## src/rtl/clock_pkg.sv

```systemverilog
// Shared definitions for the digital clock: date-setting FSM states,
// edit field codes, BCD range constants and small BCD digit helpers.
package clock_pkg;

  typedef enum logic [2:0] {
    DS_IDLE       = 3'd0,
    DS_EDIT_YEAR  = 3'd1,
    DS_EDIT_MONTH = 3'd2,
    DS_EDIT_DAY   = 3'd3,
    DS_COMMIT     = 3'd4
  } date_set_state_t;

  localparam logic [1:0] FIELD_NONE  = 2'd0;
  localparam logic [1:0] FIELD_YEAR  = 2'd1;
  localparam logic [1:0] FIELD_MONTH = 2'd2;
  localparam logic [1:0] FIELD_DAY   = 2'd3;

  localparam logic [7:0] BCD_MONTH_MIN   = 8'h01;
  localparam logic [7:0] BCD_MONTH_MAX   = 8'h12;
  localparam logic [7:0] BCD_DAY_MIN     = 8'h01;
  localparam logic [7:0] BCD_YEAR_BASE   = 8'h20;
  localparam logic [7:0] BCD_YEAR_LO_MIN = 8'h00;
  localparam logic [7:0] BCD_YEAR_LO_MAX = 8'h99;

  localparam logic [15:0] RESET_YEAR  = 16'h2019;
  localparam logic [7:0]  RESET_MONTH = 8'h01;
  localparam logic [7:0]  RESET_DAY   = 8'h01;

  // Two-digit BCD increment; the caller handles wrap at the range top.
  function automatic logic [7:0] bcd2_inc(input logic [7:0] v);
    logic [7:0] r;
    if (v[3:0] == 4'd9) r = {v[7:4] + 4'd1, 4'd0};
    else                r = {v[7:4], v[3:0] + 4'd1};
    return r;
  endfunction

  // Two-digit BCD decrement; the caller handles wrap at the range bottom.
  function automatic logic [7:0] bcd2_dec(input logic [7:0] v);
    logic [7:0] r;
    if (v[3:0] == 4'd0) r = {v[7:4] - 4'd1, 4'd9};
    else                r = {v[7:4], v[3:0] - 4'd1};
    return r;
  endfunction

endpackage

```

## src/rtl/month_days.sv

```systemverilog
// Number of days in a month (BCD) for a year in 2000-2099, given only the
// low two year digits. Leap test works directly on the BCD digits.
module month_days (
  input  logic [7:0] month,
  input  logic [3:0] year1,
  input  logic [3:0] year0,
  output logic [7:0] max_day
);

  logic leap;

  // Leap year when the two-digit year is a multiple of 4, then month length lookup.
  always_comb begin
    if (year1[0]) leap = (year0 == 4'd2) || (year0 == 4'd6);
    else          leap = (year0 == 4'd0) || (year0 == 4'd4) || (year0 == 4'd8);
    case (month)
      8'h04, 8'h06, 8'h09, 8'h11: max_day = 8'h30;
      8'h02:                      max_day = leap ? 8'h29 : 8'h28;
      default:                    max_day = 8'h31;
    endcase
  end

endmodule

```

## src/rtl/date_set_ctrl.sv

```systemverilog
// Date-setting controller: turns debounced key pulses into an edit session
// over a shadow copy of the date, and loads the date counter on confirm.
// Key pulses are registered once, so each key acts one cycle after it is sampled.
module date_set_ctrl
  import clock_pkg::*;
#(
  parameter logic [31:0] IDLE_TIMEOUT = 32'd500_000_000
) (
  input  logic       clk,
  input  logic       rst,
  input  logic       key_mode,
  input  logic       key_inc,
  input  logic       key_dec,
  input  logic       key_confirm,
  input  logic [3:0] year3,
  input  logic [3:0] year2,
  input  logic [3:0] year1,
  input  logic [3:0] year0,
  input  logic [3:0] month1,
  input  logic [3:0] month0,
  input  logic [3:0] day1,
  input  logic [3:0] day0,
  output logic [3:0] year_set3,
  output logic [3:0] year_set2,
  output logic [3:0] year_set1,
  output logic [3:0] year_set0,
  output logic [3:0] month_set1,
  output logic [3:0] month_set0,
  output logic [3:0] day_set1,
  output logic [3:0] day_set0,
  output logic       date_set_mod,
  output logic       editing,
  output logic [1:0] field_sel
);

  date_set_state_t state_q, state_d;
  logic [7:0]  year_q, year_d;
  logic [7:0]  month_q, month_d;
  logic [7:0]  day_q, day_d;
  logic [31:0] cnt_q, cnt_d;
  logic        mode_q, inc_q, dec_q, confirm_q;

  logic        step_up, step_dn;
  logic [7:0]  year_up, year_dn, month_up, month_dn, day_up, day_dn;
  logic [7:0]  cur_max, cand_max, cand_year, cand_month, day_clamped;

  // The century digits are fixed at 20, so the live upper year digits carry no information.
  logic unused_live_hi;
  assign unused_live_hi = ^{year3, year2};

  // Register the key pulses so every decision below sees a clean one-cycle pulse.
  always_ff @(posedge clk) begin
    if (rst) begin
      mode_q    <= 1'b0;
      inc_q     <= 1'b0;
      dec_q     <= 1'b0;
      confirm_q <= 1'b0;
    end else begin
      mode_q    <= key_mode;
      inc_q     <= key_inc;
      dec_q     <= key_dec;
      confirm_q <= key_confirm;
    end
  end

  assign step_up = inc_q & ~dec_q;
  assign step_dn = dec_q & ~inc_q;

  assign year_up  = (year_q == BCD_YEAR_LO_MAX) ? BCD_YEAR_LO_MIN : bcd2_inc(year_q);
  assign year_dn  = (year_q == BCD_YEAR_LO_MIN) ? BCD_YEAR_LO_MAX : bcd2_dec(year_q);
  assign month_up = (month_q >= BCD_MONTH_MAX) ? BCD_MONTH_MIN : bcd2_inc(month_q);
  assign month_dn = (month_q <= BCD_MONTH_MIN) ? BCD_MONTH_MAX : bcd2_dec(month_q);
  assign day_up   = (day_q >= cur_max) ? BCD_DAY_MIN : bcd2_inc(day_q);
  assign day_dn   = (day_q <= BCD_DAY_MIN) ? cur_max : bcd2_dec(day_q);

  assign cand_year  = (state_q == DS_EDIT_YEAR && step_up)  ? year_up  :
                      (state_q == DS_EDIT_YEAR && step_dn)  ? year_dn  : year_q;
  assign cand_month = (state_q == DS_EDIT_MONTH && step_up) ? month_up :
                      (state_q == DS_EDIT_MONTH && step_dn) ? month_dn : month_q;
  assign day_clamped = (day_q > cand_max) ? cand_max : day_q;

  month_days u_cur_days (
    .month   (month_q),
    .year1   (year_q[7:4]),
    .year0   (year_q[3:0]),
    .max_day (cur_max)
  );

  month_days u_cand_days (
    .month   (cand_month),
    .year1   (cand_year[7:4]),
    .year0   (cand_year[3:0]),
    .max_day (cand_max)
  );

  // State, shadow date and idle counter registers.
  always_ff @(posedge clk) begin
    if (rst) begin
      state_q <= DS_IDLE;
      year_q  <= RESET_YEAR[7:0];
      month_q <= RESET_MONTH;
      day_q   <= RESET_DAY;
      cnt_q   <= '0;
    end else begin
      state_q <= state_d;
      year_q  <= year_d;
      month_q <= month_d;
      day_q   <= day_d;
      cnt_q   <= cnt_d;
    end
  end

  // Next state and shadow updates: confirm beats mode, mode beats inc/dec, silence counts toward timeout.
  always_comb begin
    state_d = state_q;
    year_d  = year_q;
    month_d = month_q;
    day_d   = day_q;
    cnt_d   = cnt_q;
    case (state_q)
      DS_IDLE: begin
        cnt_d = '0;
        if (mode_q) begin
          state_d = DS_EDIT_YEAR;
          year_d  = {year1, year0};
          month_d = {month1, month0};
          day_d   = {day1, day0};
        end
      end
      DS_EDIT_YEAR, DS_EDIT_MONTH, DS_EDIT_DAY: begin
        if (confirm_q) begin
          state_d = DS_COMMIT;
          cnt_d   = '0;
        end else if (mode_q) begin
          cnt_d = '0;
          case (state_q)
            DS_EDIT_YEAR:  state_d = DS_EDIT_MONTH;
            DS_EDIT_MONTH: state_d = DS_EDIT_DAY;
            default:       state_d = DS_EDIT_YEAR;
          endcase
        end else if (inc_q || dec_q) begin
          cnt_d = '0;
          if (step_up || step_dn) begin
            case (state_q)
              DS_EDIT_YEAR: begin
                year_d = cand_year;
                day_d  = day_clamped;
              end
              DS_EDIT_MONTH: begin
                month_d = cand_month;
                day_d   = day_clamped;
              end
              default: day_d = step_up ? day_up : day_dn;
            endcase
          end
        end else if (cnt_q >= IDLE_TIMEOUT - 32'd1) begin
          state_d = DS_IDLE;
          cnt_d   = '0;
        end else begin
          cnt_d = cnt_q + 32'd1;
        end
      end
      DS_COMMIT: begin
        state_d = DS_IDLE;
        cnt_d   = '0;
      end
      default: begin
        state_d = DS_IDLE;
        cnt_d   = '0;
      end
    endcase
  end

  // Status outputs decoded straight from the state register.
  always_comb begin
    date_set_mod = 1'b0;
    editing      = 1'b0;
    field_sel    = FIELD_NONE;
    case (state_q)
      DS_EDIT_YEAR: begin
        editing   = 1'b1;
        field_sel = FIELD_YEAR;
      end
      DS_EDIT_MONTH: begin
        editing   = 1'b1;
        field_sel = FIELD_MONTH;
      end
      DS_EDIT_DAY: begin
        editing   = 1'b1;
        field_sel = FIELD_DAY;
      end
      DS_COMMIT: date_set_mod = 1'b1;
      default: ;
    endcase
  end

  assign year_set3  = BCD_YEAR_BASE[7:4];
  assign year_set2  = BCD_YEAR_BASE[3:0];
  assign year_set1  = year_q[7:4];
  assign year_set0  = year_q[3:0];
  assign month_set1 = month_q[7:4];
  assign month_set0 = month_q[3:0];
  assign day_set1   = day_q[7:4];
  assign day_set0   = day_q[3:0];

endmodule

```

## config.mk

```make
export PLATFORM = sky130hd
export DESIGN_NAME = date_set_ctrl
export DESIGN_NICKNAME = d
export VERILOG_FILES = /design/src/rtl/clock_pkg.sv /design/src/rtl/month_days.sv /design/src/rtl/date_set_ctrl.sv
export SDC_FILE = /design/constraint.sdc
export NUM_CORES = 1
export LEC_CHECK = 0
export ABC_AREA = 1
export BUFFER_PORTS_ARGS = -buffer_cell sky130_fd_sc_hd__buf_2
export CAP_MARGIN = 20
export CORE_ASPECT_RATIO = 0.9
export CORE_MARGIN = 4
export CORE_UTILIZATION = 58
export CTS_CLUSTER_SIZE = 10
export DETAILED_ROUTE_END_ITERATION = 16
export HOLD_SLACK_MARGIN = 0.15
export PLACE_DENSITY = 0.81
export SYNTH_ARGS = -nofsm -noshare
export SYNTH_HDL_FRONTEND = slang
export SYNTH_SLANG_ARGS = --single-unit
export TNS_END_PERCENT = 100
```

## constraint.sdc

```tcl
create_clock -name clk -period 3.3 [get_ports clk]
set_input_delay 0.495 -clock clk [delete_from_list [all_inputs] [get_ports clk]]
set_output_delay 0.495 -clock clk [all_outputs]
set_load 0.01 [all_outputs]
```

==> Yosys cells after proc, flatten, opt, wreduce, memory -nomap -nowiden <==
Index checks and enable logic that the tools add are counted.
{ "op_classes": {"addsub": 13, "n_lt_le_gt_ge": 6, "n_eq_ne": 41, "muxes": 55, "bitwise": 5, "n_reduce_logical": 30} }
{ "op_table": {"columns": ["op", "n"], "rows": [
  ["$mux 8", 36],
  ["$pmux 8 s2", 5],
  ["$add 32x1->32 const B", 1],
  ["$eq 8x3->1 const B", 4],
  ["$ge 32x29->1 const B", 1],
  ["$add 4x1->4 const B", 6],
  ["$sub 4x1->4 const B", 6],
  ["$reduce_and 7->1", 3],
  ["$eq 4x4->1 const B", 5],
  ["$eq 4x3->1 const B", 4],
  ["$eq 8x2->1 const B", 2],
  ["$eq 8x4->1 const B", 2],
  ["$eq 8x5->1 const B", 2],
  ["$le 8x1->1 const B", 2],
  ["$logic_not 4->1", 4],
  ["$mux 3", 5],
  ["$reduce_and 10->1", 1],
  ["$reduce_and 9->1", 1],
  ["$eq 4x2->1 const B", 2],
  ["$eq 8x8->1 const B", 1],
  ["$ge 8x5->1 const B", 1],
  ["$ge 8x8->1", 1],
  ["$gt 8x8->1", 1],
  ["$logic_not 8->1", 1],
  ["26 further kinds", 53]
]} }
{ "totals": {"register_bits": 63, "inputBits": 38} }

==> Longest topological paths before layout <==
Gate-level depths: netlist (run 1).
{ "logic_depth": {"ltp_word": 19, "ltp_mapped": 26, "mapped_depth_nobuf": 26} }

==> By module <==
A second synthesis (run 1) with hierarchy kept.
{ "unflattened": {"hier_cells": 921, "hier_area_um2": 5516.5} }
{ "by_module_without_submodules": {"columns": ["module", "n_inst", "cells_each", "area_each_um2", "seq_area_each_um2"], "rows": [
  ["date_set_ctrl", 1, 843, 5128.7, 1261.2],
  ["month_days", 2, 39, 193.9, 0.0]
]} }

==> Worst setup path after synthesis (run 1) <==
OpenSTA, ideal clock, no wires.
{ "synth_path": {"path_type": "register to register", "start": "register month_q[4]", "end": "register day_q[4]", "arrival_time_ns": 2.711, "slack_ns": 0.469, "stages_incl_launch_ff": 24, "path_buffers": 0, "synth_period_minus_slack_ns": 2.831, "path_cell_list": "dfxtp_1 > inv_1 > ha_1 > nand2_1 > nor2_1 > nand2_1 > nand2_2 > inv_2 > nand3_2 > nand3_1 > nor2_2 > nand3_2 > clkinv_2 > nand2_2 > nand2_1 > ha_1 > nand4_1 > nand3_1 > nand3_1 > nand2_1 > a21oi_2 > inv_1 > a21oi_1 > a21oi_1"} }
{ "synth_between": {"elab_chain_len": 15, "word_cells_on_any_way": 39, "classes_between": "add/sub: 2; order compare: 4; eq/ne: 12; mux: 18; reduce/logical: 3"} }
{ "synth_lines": {"columns": ["element", "line_no", "text"], "rows": [
  ["from (decl)", "date_set_ctrl.sv:38", "logic [7:0] month_q, month_d;"],
  ["from (signal assigned)", "date_set_ctrl.sv:107", "month_q <= month_d;"],
  ["branches (longest 15 deep; another with $gt 8x8->1)", null, null],
  ["to (signal assigned)", "date_set_ctrl.sv:108", "day_q <= day_d;"],
  ["to (decl)", "date_set_ctrl.sv:39", "logic [7:0] day_q, day_d;"]
]} }
Several ways; the timed one is not identified. The select of a mux whose other input is x is not followed.
A chain may end at the register's enable or synchronous reset.

==> Worst setup path after layout (run 1) <==
{ "layout_path": {"start": "register state_q[2]", "end": "register day_q[6]"} }
{ "layout_between": {"elab_chain_len": 13, "word_cells_on_any_way": 48, "classes_between": "order compare: 1; eq/ne: 20; mux: 13; reduce/logical: 14"} }
{ "layout_lines": {"columns": ["element", "line_no", "text"], "rows": [
  ["from (decl)", "date_set_ctrl.sv:36", "date_set_state_t state_q, state_d;"],
  ["from (signal assigned)", "date_set_ctrl.sv:105", "state_q <= state_d;"],
  ["$eq 3x1->1", null, null],
  ["$logic_and 1x1->1", "date_set_ctrl.sv:77", "(state_q == DS_EDIT_YEAR && step_dn) ? year_dn : year_q;"],
  ["$mux 8", "date_set_ctrl.sv:77", null],
  ["$mux 8", "date_set_ctrl.sv:76", "assign cand_year = (state_q == DS_EDIT_YEAR && step_up) ? year_up :"],
  ["$eq 4x3->1 or $logic_not 4->1 (tied branches)", "month_days.sv:15", "else leap = (year0 == 4'd0) || (year0 == 4'd4) || (year0 == 4'd8);"],
  ["$logic_or 1x1->1 (2 in a row)", "month_days.sv:15", null],
  ["$mux 1", "month_days.sv:14", "if (year1[0]) leap = (year0 == 4'd2) || (year0 == 4'd6);"],
  ["$mux 1", "month_days.sv:18", "8'h02: max_day = leap ? 8'h29 : 8'h28;"],
  ["$pmux 8 s2", "month_days.sv:16", "case (month)"],
  ["$gt 8x8->1", "date_set_ctrl.sv:80", "assign day_clamped = (day_q > cand_max) ? cand_max : day_q;"],
  ["$ne 3x2->1 (no line)", null, null],
  ["$reduce_and 9->1 (no line)", null, null]
]} }
Parallel ways exist; a longest one is shown, timed or not. The select of a mux whose other input is x is not followed.

==> results of run 1 <==
registers in the layout, summed over array words and instances (netlist names):
| signal | count |
|---|---|
| inc_q | 1 |
| cnt_q | 32 |
| year_q | 8 |
| mode_q | 1 |
| day_q | 8 |
| dec_q | 1 |
| state_q | 3 |
| month_q | 8 |
| confirm_q | 1 |
worst max-delay path, delay by kind of cell, from the launching register on:
kind / cells / cell delay [ps]
DFF: 1 / 400
and+or+nand+nor: 14 / 1530
buffers and inverters: 3 / 360
adders and majority gates: 1 / 260
AOI/OAI and AO/OA: 3 / 400
kinds of logic (layout without fill, tap and decap cells):
family | count (synthesis) | count (layout) | share of synthesized area [%]
simple gates | 373 | 374 | 37.19
buf+inv | 129 | 190 | 11.18
compound gates | 124 | 124 | 15.13
flops | 63 | 63 | 26.95
fa+ha+maj | 23 | 23 | 6.150
xor+xnor | 16 | 16 | 2.995
other cells | 2 | 11 | 0.1605
mux | 1 | 1 | 0.2406
metrics by stage:
step	utilization (%)	area, um^2
6_report	69.58	5354
5_1_grt	69.58	5354
4_1_cts	68.46	5268
3_5_place_dp	65.84	5066
3_3_place_gp	65.84	5066
2_1_floorplan	-	4713
per-layer routing:
| layer | GRT usage [%] | up-vias | part of all wire, % |
|---|---|---|---|
| met5 | 0 | - | 0 |
| met4 | 8.087 | 0 | 2.2 |
| met3 | 4.623 | 25 | 9.6 |
| met2 | 40.05 | 241 | 44 |
| met1 | 36.93 | 2237 | 44 |
| li1 | - | 2514 | - |
power by group through the flow:
stage,combinational [W],sequential [W],clock (W)
after floorplan,0.00176,0.00113,0
after global placement,0.00237,0.00111,0
after detailed placement,0.00244,0.00112,0
after CTS,0.00245,0.00111,0.000724
after global routing,0.00290,0.00115,0.000757
final,0.00257,0.00112,0.000708
area by class of cell:
class	count	share of cell area (%)
sequential	63	23.70
clock buffer	9	2.314
multi-input combinational	549	56.04
timing repair buffer	67	6.731
clock inverter	7	1.449
tap	96	2.244
inverter	107	7.525
worst paths after layout:
kind	startpoint	end	slack, ps	cells after the start
worst max-delay path	state_q[2]	day_q[6]	290	21
worst min-delay path	key_inc	inc_q	350	3
worst max register to register	state_q[2]	day_q[6]	290	21
worst min register to register	cnt_q[0]	cnt_q[0]	480	1
repair_timing:
action                     CTS  global route
setup endpoints to repair    0             8
gates resized for setup      0            26
setup buffers                0             1
cells in the final DEF, fill, tap and decap left out, types with 4 or more instances in the layout:
cell type and count:
nand2_1 154, clkbuf_8 9, inv_2 13, nand2_2 9, xor2_1 11, o211ai_1 10, o22ai_1 8, xnor2_1 5
dfxtp_1 57, a21oi_2 7, inv_6 4, buf_2 57, nor3_1 26, inv_1 93, nand3_2 5, or2_2 4
nor2_2 15, nand3_1 47, nor4_1 5, buf_4 10, dfxtp_2 6, a31oi_1 5, conb_1 11, a21oi_1 43
nand4_1 12, o21ai_0 38, nor3b_1 6, ha_1 20, nor2_4 7, nor2_1 77
==> metrics, run 1 <==
Area contributors post-synth=dfxtp_1 27%, nand2_1 13%, inv_1 7.8%, nor2_1 6.4%, ha_1 6.1%; Max Cap Violations=0; Setup crit end kind=flop; IO Pins=74; I/O Buffers=57; Peak Freq=332.1 MHz; switching share of power=51.21%; Fin Clk Skew=8.786 ps; Cell Area, Synth=4679 um^2; Post-DP HPWL=9.225 mm; CP required=3580 ps; post-synthesis average cell area=6.401 um^2; DP Worst Slack=146.2 ps; Post-synth EDFFs=0; layout cells sized above 1=19.83%; setup TNS=0 ps; Syn Inst Count=731; drc violations=0; Critical Path AT=3290 ps; largest net degree at the start of global routing=24; GRT Total Usage=26.09%; flops & latches, synth=63; Post-Route WL=12.50 mm; Clock power frac=16.1%; PwrDens=822.0 nW/um^2; Synth area leader=dfxtp_1; CP most frequent cell=nand2_1; Via density=5.587; Inserted Diodes=0; Starting Density=60.81%; Worst path max stage delay=400 ps; # H-tree levels=3; Final min period=3011 ps; Multi-input gate area=3000 um^2; final hold viol count=0; CTS tree=built; CTS root buffer=clkbuf_8; Reg power frac=25.5%; core area=7695 um^2; die height=93.22 um; sequential cell area=1269 um^2; TritonCTS Sinks=63; DIE AREA=9571 um^2; Synth cell types=45; RePlAce Congestion=0.9718; global route total overflow=0; initial antenna violation count=0; Detailed Routing Iterations Pass 1=5; register area share after synthesis=26.95%; vias in the first global route=4403; iteration-0 DRC count of the detailed router=332; CTS Buf Count=9; CTS clock-pin slew for the worst setup and hold paths=80 ps; worst path cell trace=inv_2 -> nand3_4 -> nor2_4 -> nand2_1 -> nand2_2 -> inv_2 -> nand2_1 -> nand3_2 -> nor2_4 -> nand3_2 -> nand3_1 -> nand2_1 -> ha_1 -> nand4_1 -> nand3_1 -> nand3_1 -> nand2_1 -> a21oi_2 -> buf_4 -> o21ai_0 -> a21oi_1; Top FF cell, synth=dfxtp_1; min-delay worst type=in2reg; Tot Pwr=0.004401 W; Syn. warnings=0; Crit-path slowest cell=dfxtp_1; first-pass GRT wire length=20.29 mm; relative slew slack=48.24%; Pint=0.002147 W; clock latency on the worst-skew pair=350 ps; CTS Buffer Depth=2; Hold WS=348.2 ps; ANT nets after route=0; worst vdd ir=0.0004435 V; Die Span X=102.7 um; final worst slack=288.9 ps; DR vias=5017; Worst Path Max Fanout=6; synth cell count leaders=156 x nand2_1, 97 x inv_1, 80 x nor2_1; Comb power frac=58.4%; Post-CTS Hold Buffers=0; CP startpoint kind=flop; area delta synth->final=14.41%; DP Cell Count=880; run status=completed; asr flop ratio synth=0%; max-slew violations=0; Setup CP Type=reg2reg; slew of the pin with the lowest slew margin=775.5 ps; fillers=685; Leak Pwr=2.379 nW; P_sw=0.002254 W; Final Cycle Share=91.25%; top-count cell post-synth=nand2_1; nets@finish=858; final std cells w/o fill=898; Final setup viols=0; Yosys top cell area share=26.95%; Site Rows=30; wire length per cell=13.92 um
No activity file was read; power rests on OpenSTA's default activity.
==> run 2, diff against run 1 <==
- PLACE_DENSITY: 0.81 -> 0.85
- REMOVE_ABC_BUFFERS: unset -> 1
==> run 2 against run 1 <==
Effect of this change:
- die area did not move
- clock skew up 3.1 ps
- global-route usage increased by 1.1 points
- critical path type unchanged
==> metrics, run 2 (synthesized netlist as in run 1, its figures left out) <==
max-slew violations=0 (unchanged); DP Area=5051 um^2 (-0.30%); slew of the pin with the lowest slew margin=788.6 ps (+13.08 ps); Starting Density=60.81% (unchanged); wire length per cell=14.39 um (+3.4%); largest net degree at the start of global routing=24 (unchanged); CTS Buf Count=9 (unchanged); run status=completed; hold path cells=3 (unchanged); Fin Clk Skew=11.89 ps (+3.104 ps); Peak Freq=317.8 MHz (-4.3%); R2R cell count=20 (-4.8%); Max Cap Violations=0 (unchanged); CTS Buffer Depth=2 (unchanged); die height=93.22 um (unchanged); Post-DP HPWL=9.515 mm (+3.1%); commonest non-fill, non-tap cell in the layout=nand2_1; Post-Route WL=13.01 mm (+4.1%); RePlAce Congestion=0.9557 (-1.7%); Tot Pwr=0.004521 W (+2.7%); DP Worst Slack=44.75 ps (-101.5 ps); Final min period=3146 ps (+135.3 ps); reg-to-reg slack, setup=150 ps (-140 ps); initial antenna violation count=0 (unchanged); CTS root buffer=clkbuf_8; Die Span X=102.7 um (unchanged); Setup CP Type=reg2reg; final instance area=5444 um^2 (+1.7%); Setup crit end kind=flop; CP startpoint kind=flop; Worst Path Max Fanout=8 (+2); CTS clock-pin slew for the worst setup and hold paths=80 ps (about the same); vias in the first global route=4721 (+7.2%); relative slew slack=47.37% (-0.87 points); # H-tree levels=3 (unchanged); PwrDens=830.4 nW/um^2 (+1.0%); post-layout util=70.75% (+1.2 points); I/O Buffers=57 (unchanged); Site Rows=30 (unchanged); IO Pins=74 (unchanged); layout cells sized above 1=20.79% (+0.97 points); CTS tree=built; Final Cycle Share=95.35% (+4.1 points); area delta synth->final=16.34%; first-pass GRT wire length=21.18 mm (+4.4%); TritonCTS Sinks=63 (unchanged); iteration-0 DRC count of the detailed router=388 (+17%); DIE AREA=9571 um^2 (unchanged); Via density=5.611 (+0.43%); Worst Hold Path EP=dec_q; Inserted Diodes=0 (unchanged); final hold viol count=0 (unchanged); ANT nets after route=0 (unchanged); core area=7695 um^2 (unchanged); final worst slack=153.6 ps (-135.3 ps); Leak Pwr=2.418 nW (+1.6%); most frequent cells in the layout=153 x nand2_1, 93 x inv_1, 76 x nor2_1; Most flops, register=cnt_q; nets@finish=864 (+0.70%); GRT Total Usage=27.21% (+1.1 points); Final setup viols=0 (unchanged); clock latency on the worst-skew pair=370 ps (+20 ps); global route total overflow=0 (unchanged); min-delay worst type=in2reg; Hold Startpoint=key_dec; CP required=3570 ps (about the same); Critical Path AT=3420 ps (+130 ps); DR vias=5072 (+1.1%); R2R Path Start=month_q[4]; Detailed Routing Iterations Pass 1=8 (+3); fillers=643 (-6.1%); worst vdd ir=0.0004364 V (-1.6%); drc violations=0 (unchanged); max reg flops=32 (unchanged); worst r2r dst=day_q[0]
-- run 2: how the worst max path moves through the flow --
stage	startpoint	end	slack [ps]	cells after the start
2_1_floorplan	state_q[1]	day_q[4]	200	20
3_3_place_gp	inc_q	day_q[6]	160	22
3_5_place_dp	inc_q	day_q[4]	40	22
4_1_cts	inc_q	day_q[4]	10	22
5_1_grt	month_q[4]	day_q[0]	-30	20
6_report	month_q[4]	day_q[0]	150	20
-- run 2: critical path, cell delays in order, from the launching register on --
cell	delay, ps
dfxtp_2	370
inv_1	110
ha_2	210
nand2_2	110
nor3_4	310
inv_1	160
a31oi_1	220
a21oi_2	130
ha_1	290
nand4_1	110
nand4_1	200
inv_1	160
nand2_1	90
nand2_1	70
o21ai_0	90
o211ai_1	90
nand2_1	70
nand2_1	110
nand2_1	60
nand2_1	60
nand2_1	40
-- run 2: per-layer routing --
layer | GRT usage [%] | up-vias | wire (um)
met5 | 0 | - | 0
met4 | 8.415 | 0 | 196
met3 | 6.264 | 21 | 1145
met2 | 43.87 | 232 | 6095
met1 | 35.88 | 2295 | 5569
li1 | - | 2524 | -
-- run 2: what timing repair did --
action	CTS	global route
setup endpoints to repair	0	8
hold buffers	0	0
resized for setup	0	34
buffers inserted	0	9
-- run 2: per-stage QoR --
stage / TNS, ps / hold WS [ps] / std cells
after floorplan: 0 / 417.6 / 718
after global placement: 0 / 427.6 / 878
after detailed placement: 0 / 449.1 / 878
after CTS: 0 / 326.8 / 894
after global routing: -40.43 / 327.2 / 904
final: 0 / 331.3 / 904
-- run 2: report_power, final --
| group | switching [W] | internal (W) |
|---|---|---|
| logic | 0.00174 | 0.000911 |
| clock network | 0.000357 | 0.000381 |
| registers | 0.000229 | 0.000903 |
| total | 0.00233 | 0.00219 |
-- run 2: layout make-up --
cell class	instances	area [um^2]	share of cell area, %
Inverter	107	406.6	7.470
Timing Repair Buffer	73	405.4	7.447
Tap cell	96	120.1	2.206
Clock buffer	10	137.6	2.528
Clock inverter	6	75.07	1.379
Sequential cell	63	1270	23.33
Multi-Input combinational cell	549	3029	55.64
==> run 3, diff against run 2 <==
- ABC_AREA: 1 -> unset
- PLACE_DENSITY: 0.85 -> 0.86
==> run 3 against run 2 <==
Effect of this change:
- the run now ends with negative setup slack left
- clock-buffer cell count fell by 1
- cell area rose by 15%
- combinational power fell by 78%
- sequential power fell by 27%
- die area fell by 1.8%
- core utilization rose by 11 points
- non-clock buffer count rose by 94
- clock skew barely moved
- global-route usage rose by 5.5 points
- via count rose by 7.0%
- maximum frequency fell by 15%
- largest cell class unchanged
- highest routed layer unchanged
==> metrics, run 3 <==
run status=finished, violations left; failing checks=negative setup slack; slew of the pin with the lowest slew margin=896.7 ps (+108.1 ps); Synth area leader=dfxtp_1; CP most frequent cell=ha_4; Setup CP Type=reg2reg; CTS root buffer=clkbuf_8; Setup crit end kind=flop; Post-CTS Hold Buffers=0 (unchanged); final hold viol count=0 (unchanged); PwrDens=339.5 nW/um^2 (-59%); RePlAce Congestion=0.9631 (+0.77%); synth cell count leaders=80 x nor2_1, 63 x dfxtp_1, 48 x nand2_1; routed wl met2=7.869 mm (+29%); top-count cell post-synth=nor2_1; CTS clock-pin slew for the worst setup and hold paths=80 ps (about the same); Post-synth EDFFs=0 (unchanged); layout cells sized above 1=34.19% (+13 points); register area share after synthesis=27.50% (+0.55 points); commonest non-fill, non-tap cell in the layout=buf_4; Detailed Routing Iterations Pass 1=5 (-3); final worst slack=-394.4 ps (-548.0 ps); vias in the first global route=5147 (+9.0%); relative slew slack=40.08% (-7.3 points); wire length per cell=19.87 um (+38%); Worst Path Max Fanout=6 (-2); CP startpoint kind=flop; Worst path max stage delay=460 ps (+90 ps); GRT Total Usage=32.71% (+5.5 points); post-synthesis average cell area=7.785 um^2 (+22%); Fin Clk Skew=11.58 ps (-0.3056 ps); met3 wire length=1.613 mm (+41%); DP Worst Slack=-494.6 ps (-539.3 ps); min-delay worst type=in2reg; WP buf/inv=2 (-1); Syn Inst Count=589 (-19%); IO Pins=74 (unchanged); nets@finish=799 (-7.5%); flops & latches, synth=63 (unchanged); Yosys top cell area share=27.50% (+0.55 points); Post-DP HPWL=9.617 mm (+1.1%); CTS tree=built; Crit-path slowest cell=or3b_4; global route total overflow=0 (unchanged); final instance area=6246 um^2 (+15%); Critical Path AT=3990 ps (+570 ps); largest net degree at the start of global routing=34 (+42%); # H-tree levels=3 (unchanged); fillers=427 (-34%); Final setup viols=8 (+8); Post-Route WL=16.67 mm (+28%); Max Cap Violations=0 (unchanged); Final Cycle Share=112.0% (+17 points); clock latency on the worst-skew pair=370 ps (about the same); Syn. warnings=0 (unchanged); worst vdd ir=0.0002199 V (-50%); Peak Freq=270.7 MHz (-15%); core area=7620 um^2 (-0.98%); I/O Buffers=57 (unchanged); most frequent cells in the layout=103 x buf_4, 78 x nor2_1, 57 x dfxtp_1, 57 x buf_2, 47 x nand2_1; max-slew violations=0 (unchanged); CP required=3600 ps (+30 ps); DR vias=5429 (+7.0%); ANT nets after route=0 (unchanged); TritonCTS Sinks=63 (unchanged); CTS Buf Count=9 (unchanged); drc violations=0 (unchanged); worst path cell trace=inv_4 -> ha_4 -> and4bb_2 -> o211ai_4 -> o221ai_2 -> or3b_4 -> nor2_1 -> nand2_1 -> nand3b_1 -> ha_4 -> nand4_1 -> o211ai_1 -> a31oi_2 -> buf_6 -> o21ai_4 -> a311o_1 -> a21oi_1; Final min period=3694 ps (+548.0 ps); Cell Area, Synth=4586 um^2 (-2.0%); RSZ-0062 raised after global routing=true; Die Span X=101.7 um (-0.93%); family with the most delay on the worst path=simple AND/OR/NAND/NOR gates; Via density=6.471 (+15%); area delta synth->final=36.21%; Inserted Diodes=0 (unchanged); uppermost layer routed=met4; Area contributors post-synth=dfxtp_1 28%, nor2_1 6.5%, ha_1 6.3%, a21oi_1 4.1%, nand2_1 3.9%; first-pass GRT wire length=24.43 mm (+15%); DIE AREA=9395 um^2 (-1.8%); Synth cell types=78 (+73%); CTS Buffer Depth=2 (unchanged); asr flop ratio synth=0% (unchanged); DP Area=5509 um^2 (+9.1%); Top FF cell, synth=dfxtp_1; iteration-0 DRC count of the detailed router=727 (+87%); die height=92.36 um (-0.92%); Leak Pwr=2.466 nW (+2.0%); Tot Pwr=0.002121 W (-53%); max reg flops=32 (unchanged); Site Rows=30 (unchanged); M1 WL=5.901 mm (+6.0%); Starting Density=60.18% (-0.63 points); Most flops, register=cnt_q; initial antenna violation count=0 (unchanged)
run 3: what timing repair did:
action / CTS / global route
endpoints found under the setup margin: 8 / 8
pin swaps: 28 / 21
resized for setup: 50 / 33
buffers inserted: 12 / 7
run 3: cell families after synthesis:
family	Yosys count	synth area share [%]
compound gates	139	21.69
xor+xnor	37	7.067
fa+ha+maj	23	6.276
buf+inv	69	6.876
flops	63	27.50
mux	5	1.091
other cells	2	0.1638
simple gates	251	29.33
run 3: cell type report:
cell class	instances	area [um^2]	share of cell area, %
Clock buffer	9	123.9	1.983
Multi-Input combinational cell	466	3397	54.39
Sequential cell	63	1274	20.39
Inverter	31	121.4	1.943
Timing Repair Buffer	167	1137	18.21
Clock inverter	7	72.57	1.162
Tap cell	96	120.1	1.923
run 3: path summary, 6_finish.rpt:
kind	startpoint	end	slack (ps)	cells after the start
worst min register to register	cnt_q[28]	cnt_q[28]	480	2
worst min-delay path	key_mode	mode_q	360	2
worst max register to register	dec_q	day_q[5]	-390	17
worst max-delay path	dec_q	day_q[5]	-390	17
run 3: worst register-to-register path, stage by stage, from the launching register on:
cell	delay [ps]
dfxtp_4	370
inv_4	60
ha_4	140
and4bb_2	310
o211ai_4	120
o221ai_2	250
or3b_4	460
nor2_1	290
nand2_1	120
nand3b_1	140
ha_4	210
nand4_1	70
o211ai_1	120
a31oi_2	280
buf_6	160
o21ai_4	90
a311o_1	330
a21oi_1	130
run 3: layer usage:
metal / track usage [%] / vias to the layer above
met5: 0 / -
met1: 37.99 / 2478
met3: 7.229 / 147
met4: 18.83 / 0
met2: 54.79 / 403
li1: - / 2401
run 3: metrics by stage:
stage	instances	setup TNS [ps]	util (%)	hold slack (ps)
after floorplan	560	-2412	-	425.7
after global placement	804	-2017	72.30	437.9
after detailed placement	804	-2379	72.30	453.7
after CTS	832	-544.7	79.23	348.0
after global routing	839	-3664	81.97	353.6
final	839	-2515	81.97	361.7
run 3: power by group:
| part | switching [W] | internal [W] |
|---|---|---|
| clock network | 0.000362 | 0.000350 |
| registers | 0.0000432 | 0.000784 |
| logic | 0.000322 | 0.000259 |
| total | 0.000727 | 0.00139 |
